<file path="config.mk">
export PLATFORM = sky130hd
export DESIGN_NAME = anim_scheduler
export DESIGN_NICKNAME = d
export VERILOG_FILES = /design/src/rtl/anim_scheduler_pkg.sv /design/src/rtl/anim_divider.sv /design/src/rtl/anim_scheduler.sv
export SDC_FILE = /design/constraint.sdc
export NUM_CORES = 1
export LEC_CHECK = 0
export CAP_MARGIN = 30
export CORE_AREA = 4 4 76 78
export DETAILED_ROUTE_END_ITERATION = 10
export DIE_AREA = 0 0 80 82
export SETUP_SLACK_MARGIN = 0.15
export SLEW_MARGIN = 10
export SYNTH_ARGS = -nofsm -noshare
export SYNTH_HDL_FRONTEND = slang
export SYNTH_SLANG_ARGS = --single-unit
</file>
<file path="constraint.sdc">
create_clock -name i_clk -period 1.5 [get_ports i_clk]
set_input_delay 0.225 -clock i_clk [delete_from_list [all_inputs] [get_ports i_clk]]
set_output_delay 0.225 -clock i_clk [all_outputs]
set_load 0.02 [all_outputs]
</file>
<file path="src/rtl/anim_scheduler_pkg.sv">
// Shared definitions for the bouncing-square frame scheduler.
//   - sched_state_e : scheduler FSM encoding (IDLE=0, RUN=1, PAUSED=2)
//   - *_DEF         : default sizing shared by the top level and the divider
package anim_scheduler_pkg;

    typedef enum logic [1:0] {
        ST_IDLE   = 2'd0,
        ST_RUN    = 2'd1,
        ST_PAUSED = 2'd2
    } sched_state_e;

    localparam int unsigned N_SQ_DEF    = 3;
    localparam int unsigned DIV_W_DEF   = 4;
    localparam int unsigned FRAME_W_DEF = 16;

endpackage

</file>
<file path="src/rtl/anim_divider.sv">
// Per-square frame divider: a modulo-max(div,1) counter advanced once per
// processed frame.
//   i_clk   : system clock
//   i_rst   : asynchronous active-low reset
//   i_tick  : one-clock pulse, a frame is being processed
//   i_div   : divisor (0 behaves as 1)
//   o_due   : combinational, high with i_tick when this frame is the square's turn
module anim_divider
    import anim_scheduler_pkg::*;
#(
    parameter int unsigned DIV_W = DIV_W_DEF
) (
    input  logic             i_clk,
    input  logic             i_rst,
    input  logic             i_tick,
    input  logic [DIV_W-1:0] i_div,
    output logic             o_due
);

    logic [DIV_W-1:0] cnt_q;
    logic [DIV_W-1:0] cnt_d;
    logic [DIV_W-1:0] last_val;
    logic             at_last;

    always_comb begin
        // A zero divisor collapses to "every frame".
        last_val = (i_div == '0) ? '0 : i_div - DIV_W'(1);
        at_last  = (cnt_q == last_val);
        o_due    = i_tick & at_last;
        cnt_d    = cnt_q;
        if (i_tick) begin
            cnt_d = at_last ? '0 : cnt_q + DIV_W'(1);
        end
    end

    always_ff @(posedge i_clk or negedge i_rst) begin
        if (!i_rst) begin
            cnt_q <= '0;
        end else begin
            cnt_q <= cnt_d;
        end
    end

endmodule

</file>
<file path="src/rtl/anim_scheduler.sv">
// Frame-level sequencer between vga640x480 and the square instances.
// Converts the end-of-frame animate strobe into serialised one-clock update
// pulses, one square per clock, in round-robin start order, with
// run/pause/single-step control.
//   i_clk        : system clock
//   i_rst        : asynchronous active-low reset
//   i_pix_stb    : pixel strobe, qualifies i_animate sampling
//   i_animate    : end-of-frame level from the VGA timing block
//   i_pause      : level, 1 = stop processing new frames
//   i_step       : pulse, while paused allow exactly one more frame
//   o_sq_animate : one-hot (or zero) update pulse per square
//   o_frame      : processed-frame counter (wraps)
//   o_busy       : pulses still pending
//   o_paused     : FSM is in PAUSED
//   o_overrun    : sticky, a frame arrived before the previous one drained
module anim_scheduler
    import anim_scheduler_pkg::*;
#(
    parameter int unsigned          N_SQ    = N_SQ_DEF,
    parameter int unsigned          DIV_W   = DIV_W_DEF,
    parameter logic [N_SQ*DIV_W-1:0] DIVS   = 12'h121,
    parameter int unsigned          FRAME_W = FRAME_W_DEF
) (
    input  logic               i_clk,
    input  logic               i_rst,
    input  logic               i_pix_stb,
    input  logic               i_animate,
    input  logic               i_pause,
    input  logic               i_step,
    output logic [N_SQ-1:0]    o_sq_animate,
    output logic [FRAME_W-1:0] o_frame,
    output logic               o_busy,
    output logic               o_paused,
    output logic               o_overrun
);

    localparam int unsigned IDX_W = (N_SQ > 1) ? $clog2(N_SQ) : 1;

    sched_state_e       state_q, state_d;
    logic               anim_q;
    logic               step_req_q, step_req_d;
    logic [N_SQ-1:0]    pending_q, pending_d;
    logic [N_SQ-1:0]    sq_q, sq_d;
    logic [IDX_W-1:0]   ptr_q, ptr_d;
    logic [IDX_W-1:0]   start_q, start_d;
    logic [FRAME_W-1:0] frame_q, frame_d;
    logic               overrun_q, overrun_d;

    logic               frame_evt;
    logic               process_frame;
    logic [N_SQ-1:0]    due;
    logic [N_SQ-1:0]    at_or_after;
    logic [N_SQ-1:0]    pick_src;
    logic [N_SQ-1:0]    pick;
    logic [N_SQ-1:0]    pending_left;

    // Rising edge of i_animate as seen on pixel-strobe cycles.
    assign frame_evt = i_pix_stb & i_animate & ~anim_q;

    genvar gi;
    generate
        for (gi = 0; gi < N_SQ; gi++) begin : g_sq
            anim_divider #(
                .DIV_W (DIV_W)
            ) u_div (
                .i_clk  (i_clk),
                .i_rst  (i_rst),
                .i_tick (process_frame),
                .i_div  (DIVS[gi*DIV_W +: DIV_W]),
                .o_due  (due[gi])
            );
            assign at_or_after[gi] = (IDX_W'(gi) >= start_q);
        end
    endgenerate

    // Circular priority: lowest pending bit at/after start, else wrap to the
    // lowest pending bit overall. x & -x isolates the lowest set bit.
    always_comb begin
        pick_src     = ((pending_q & at_or_after) != '0) ? (pending_q & at_or_after) : pending_q;
        pick         = pick_src & (~pick_src + N_SQ'(1));
        pending_left = pending_q & ~pick;
    end

    always_comb begin
        state_d       = state_q;
        step_req_d    = step_req_q;
        process_frame = 1'b0;
        case (state_q)
            ST_IDLE: begin
                // First event only aligns the scheduler to the frame cadence.
                step_req_d = 1'b0;
                if (frame_evt) begin
                    state_d = ST_RUN;
                end
            end
            ST_RUN: begin
                step_req_d    = 1'b0;
                process_frame = frame_evt;
                if (i_pause) begin
                    state_d = ST_PAUSED;
                end
            end
            ST_PAUSED: begin
                if (i_step) begin
                    step_req_d = 1'b1;
                end
                if (frame_evt && step_req_q) begin
                    process_frame = 1'b1;
                    step_req_d    = 1'b0;
                end
                if (!i_pause) begin
                    state_d    = ST_RUN;
                    step_req_d = 1'b0;
                end
            end
            default: begin
                state_d    = ST_IDLE;
                step_req_d = 1'b0;
            end
        endcase
    end

    always_comb begin
        sq_d      = pick;
        pending_d = pending_left;
        frame_d   = frame_q;
        ptr_d     = ptr_q;
        start_d   = start_q;
        overrun_d = overrun_q;
        if (process_frame) begin
            frame_d   = frame_q + FRAME_W'(1);
            // Bits still owed after this clock's issue mean the previous frame
            // had not drained; coinciding due bits coalesce.
            pending_d = pending_left | due;
            if (pending_left != '0) begin
                overrun_d = 1'b1;
            end
            start_d = ptr_q;
            ptr_d   = (ptr_q == IDX_W'(N_SQ - 1)) ? '0 : ptr_q + IDX_W'(1);
        end
    end

    always_ff @(posedge i_clk or negedge i_rst) begin
        if (!i_rst) begin
            state_q    <= ST_IDLE;
            anim_q     <= 1'b0;
            step_req_q <= 1'b0;
            pending_q  <= '0;
            sq_q       <= '0;
            ptr_q      <= '0;
            start_q    <= '0;
            frame_q    <= '0;
            overrun_q  <= 1'b0;
        end else begin
            state_q    <= state_d;
            if (i_pix_stb) begin
                anim_q <= i_animate;
            end
            step_req_q <= step_req_d;
            pending_q  <= pending_d;
            sq_q       <= sq_d;
            ptr_q      <= ptr_d;
            start_q    <= start_d;
            frame_q    <= frame_d;
            overrun_q  <= overrun_d;
        end
    end

    assign o_sq_animate = sq_q;
    assign o_frame      = frame_q;
    assign o_busy       = |pending_q;
    assign o_paused     = (state_q == ST_PAUSED);
    assign o_overrun    = overrun_q;

endmodule

</file>
==> results.py <==
metrics = {
    "synthesis": {
        "synth_cell_type_count": 32,
        "syn_area_per_cell_um2": 10.9,
        "synthFlopType": "dfrtp_1",
        "ys_warn_count": 0,
        "synth_edf_count": 0,
        "synth_area_leaders": "dfrtp_1 (54%), xnor2_1 (7.9%), ha_1 (5.7%), nand2_1 (4.2%), o21ai_0 (3.3%)",
        "ys_ff_latch": 43,
        "synth_top_area_share_pct": 54.1,
        "synth_common_cells": "dfrtp_1 (43), nand2_1 (22), xnor2_1 (18)",
        "ys_seq_area_share_pct": 54.1,
        "yosys.area.top_type": "dfrtp_1",
        "syn-cell-area_um2": 1990,
        "synth_fp_nets": 197,
        "async_flop_share_pct": 100,
        "synthCells": 182,
        "yosysMostFrequentCell": "dfrtp_1",
    },
    "critical_path": {
        "crit_path_start_kind": "flip-flop",
        "crit_path_max_fanout": 4,
        "cp.depth": 6,
        "crit_buf_inv": 1,
        "required_ns": 1.73,
        "crit_type": "flip-flop to flip-flop",
        "path_cells": "inv_2, ha_4, nand4b_4, or2_4, or3_1, o21ai_1",
        "worst_setup_path_end_kind": "flip-flop",
        "critPathArrivalTime_ns": 1.95,
        "critical-path-max-stage-delay_ns": 0.40,
        "cp_slowest_cell": "dfrtp_1",
        "cp_top_family": "simple AND/OR/NAND/NOR gates",
        "reg2reg_depth": 6,
    },
    "pwr": {
        "vdd_drop_max_v": 0.000555,
        "cellPowerDensity_nw_per_um2": 1220,
        "p_leak_uw": 0.00132,
    },
    "final_layout": {
        "diodes": 0,
        "multiInputGateArea_um2": 920,
        "drive_above_1_share_pct": 25.1,
        "fillers": 504,
        "final_nets": 253,
        "syn2layout_area_growth_pct": 35.5,
        "post-route-util_pct": 53.1,
        "fin_cells": 309,
        "post-route-cell-area_um2": 2700,
        "register_area_um2": 1080,
    },
    "die": {
        "dieHeight_um": 82,
        "io_pins": 28,
        "core.rowCount": 26,
        "dieWidth_um": 80,
        "die_area_um2": 6560,
        "core_um2": 5070,
        "start_util_pct": 39.2,
    },
    "timing": {
        "skew_ns": 0.00250,
        "hold_viol": 0,
        "max_slew.worst_pin.slew_ns": 0.431,
        "final-setup-viol-count": 35,
        "fmax_mhz": 579,
        "fin_ws_ns": -0.228,
        "fin_crit_ns": 1.73,
        "slew_headroom_pct": 71.1,
        "timing.final.crit_share_pct": 115,
        "rsz0062_at_grt": "yes",
        "slew_violations": 0,
    },
    "outcome": {
        "status": "complete, but fails checks",
        "failed_checks": "negative setup slack",
    },
    "placement": {
        "gp_congestion": 0.702,
        "io_buffers": 27,
        "dp.cells": 295,
        "placed_area_um2": 2530,
        "dp_hpwl_um": 2670,
    },
    "grt": {
        "busiest_layer": "met2",
        "use_met3_pct": 3.51,
        "grtUsageMet1_pct": 16.6,
        "grtUsageMet2_pct": 20.6,
        "grt_pass1_vias": 1443,
        "overflow": 0,
        "grt_util_all_layers_pct": 13.1,
        "grt_pass1_wl_um": 6580,
        "antenna_found_initial": 0,
        "grt_max_degree": 44,
    },
    "clock_network": {
        "path_clk_slew_ns": 0.08,
        "clockRootBuffer": "clkbuf_8",
        "htreeDepth": 2,
        "cts_num_sinks": 43,
        "insertion_delay_ns": 0.29,
        "numCtsBuffers": 5,
        "max-clock-path-buffers": 2,
        "cts_tree": "done",
    },
    "detailed_routing": {
        "drt.antenna.violating_nets": 0,
        "viasPerCell": 4.74,
        "vias": 1465,
        "drt_iter0_drc": 71,
        "wl_per_cell_um": 12.4,
        "drc": 0,
        "first_pass_iters": 5,
        "routed_wl_um": 3830,
    },
    "worst_hold_path": {
        "hold_path.class": "input pin to async pin",
    },
    "job": {
        "max_cap_violations": 0,
    },
}
-- path summary, 6_finish.rpt --
kind / start / to / slack, ns
hold / removal: i_rst / o_sq_animate[2] / 0.45
setup / recovery: state_q[0] / g_sq[0].u_div.cnt_q[0] / -0.23
hold reg to reg: o_overrun / o_overrun / 0.45
min in group i_clk: o_overrun / o_overrun / 0.45
max in group asynchronous: i_rst / g_sq[1].u_div.cnt_q[3] / 0.85
setup reg to reg: state_q[0] / g_sq[0].u_div.cnt_q[0] / -0.23
-- repair_timing --
action,in CTS,in global routing
endpoints found under the hold margin,43,0
endpoints found under the setup margin,59,44
hold buffers,1,0
pin swaps,5,7
resized for setup,51,16
buffers inserted,2,3
-- area by class of cell --
cell class / instances / area share (%)
Sequential cell: 43 / 39.9
Multi-Input combinational cell: 122 / 34.1
Inverter: 14 / 1.95
Clock buffer: 8 / 3.71
Timing Repair Buffer: 52 / 17.1
Tap cell: 70 / 3.25
-- worst reg2reg max path, cell delays in order (launching register included) --
cell and delay (ns):
dfrtp_1 0.40, inv_2 0.09, ha_4 0.28, nand4b_4 0.17
or2_4 0.29, or3_1 0.36, o21ai_1 0.07
-- registers in the layout, indices dropped and copies added, names as in the netlist, 2 cells and up --
| signal | flops |
|---|---|
| o_frame | 16 |
| g_sq.u_div.cnt_q | 12 |
| o_sq_animate | 3 |
| pending_q | 3 |
| ptr_q | 2 |
| start_q | 2 |
| state_q | 2 |
-- cells in the final DEF, fill, tap and decap left out, types with 4 or more instances in the layout --
cell,Yosys,routed
nand4_1,8,8
nand2_2,0,4
nand3_1,9,8
ha_1,9,7
o21ai_1,0,5
xnor2_1,18,18
buf_6,1,7
buf_4,0,17
dfrtp_1,43,43
dlygate4sd2_1,0,13
inv_1,14,12
nor2_1,7,7
clkbuf_8,0,7
o21ai_0,13,8
clkdlybuf4s50_1,0,4
nand2_1,22,18
-- cells by family (layout without fill, tap and decap cells) --
family / after synthesis / after routing / share of synthesized area [%]
flip-flops: 43 / 43 / 54.1
XOR/XNOR: 20 / 20 / 8.81
multiplexers: 5 / 5 / 2.70
buffers and inverters: 17 / 74 / 3.65
AO/OA/AOI/OAI: 25 / 25 / 7.61
adder cells (fa/ha/maj): 10 / 10 / 6.16
AND/OR/NAND/NOR: 62 / 62 / 17.0
-- through the flow --
step	total power [µW]	hold WS [ns]	setup WS (ns)	TNS [ns]
4_1_cts	3280	0.444	-0.177	-3.29
5_1_grt	3520	0.469	-0.293	-7.19
2_1_floorplan	2100	-0.0706	-0.200	-1.45
6_report	3280	0.446	-0.228	-3.98
3_5_place_dp	2410	0.224	-0.213	-4.15
3_3_place_gp	2390	0.221	-0.191	-3.58
-- metal layers --
metal	share of wire (%)	wire length (µm)	up-vias
li1	-	-	732
met1	48	1830	705
met2	47	1790	21
met3	3.3	127	7
met4	2.2	86	0
met5	0	0	-
-- where the power goes --
group	total [µW]	switching (µW)	internal, µW
Sequential	1570	216	1360
Combinational	903	443	460
Clock	809	388	420
Power figures use the tool's default switching activity.
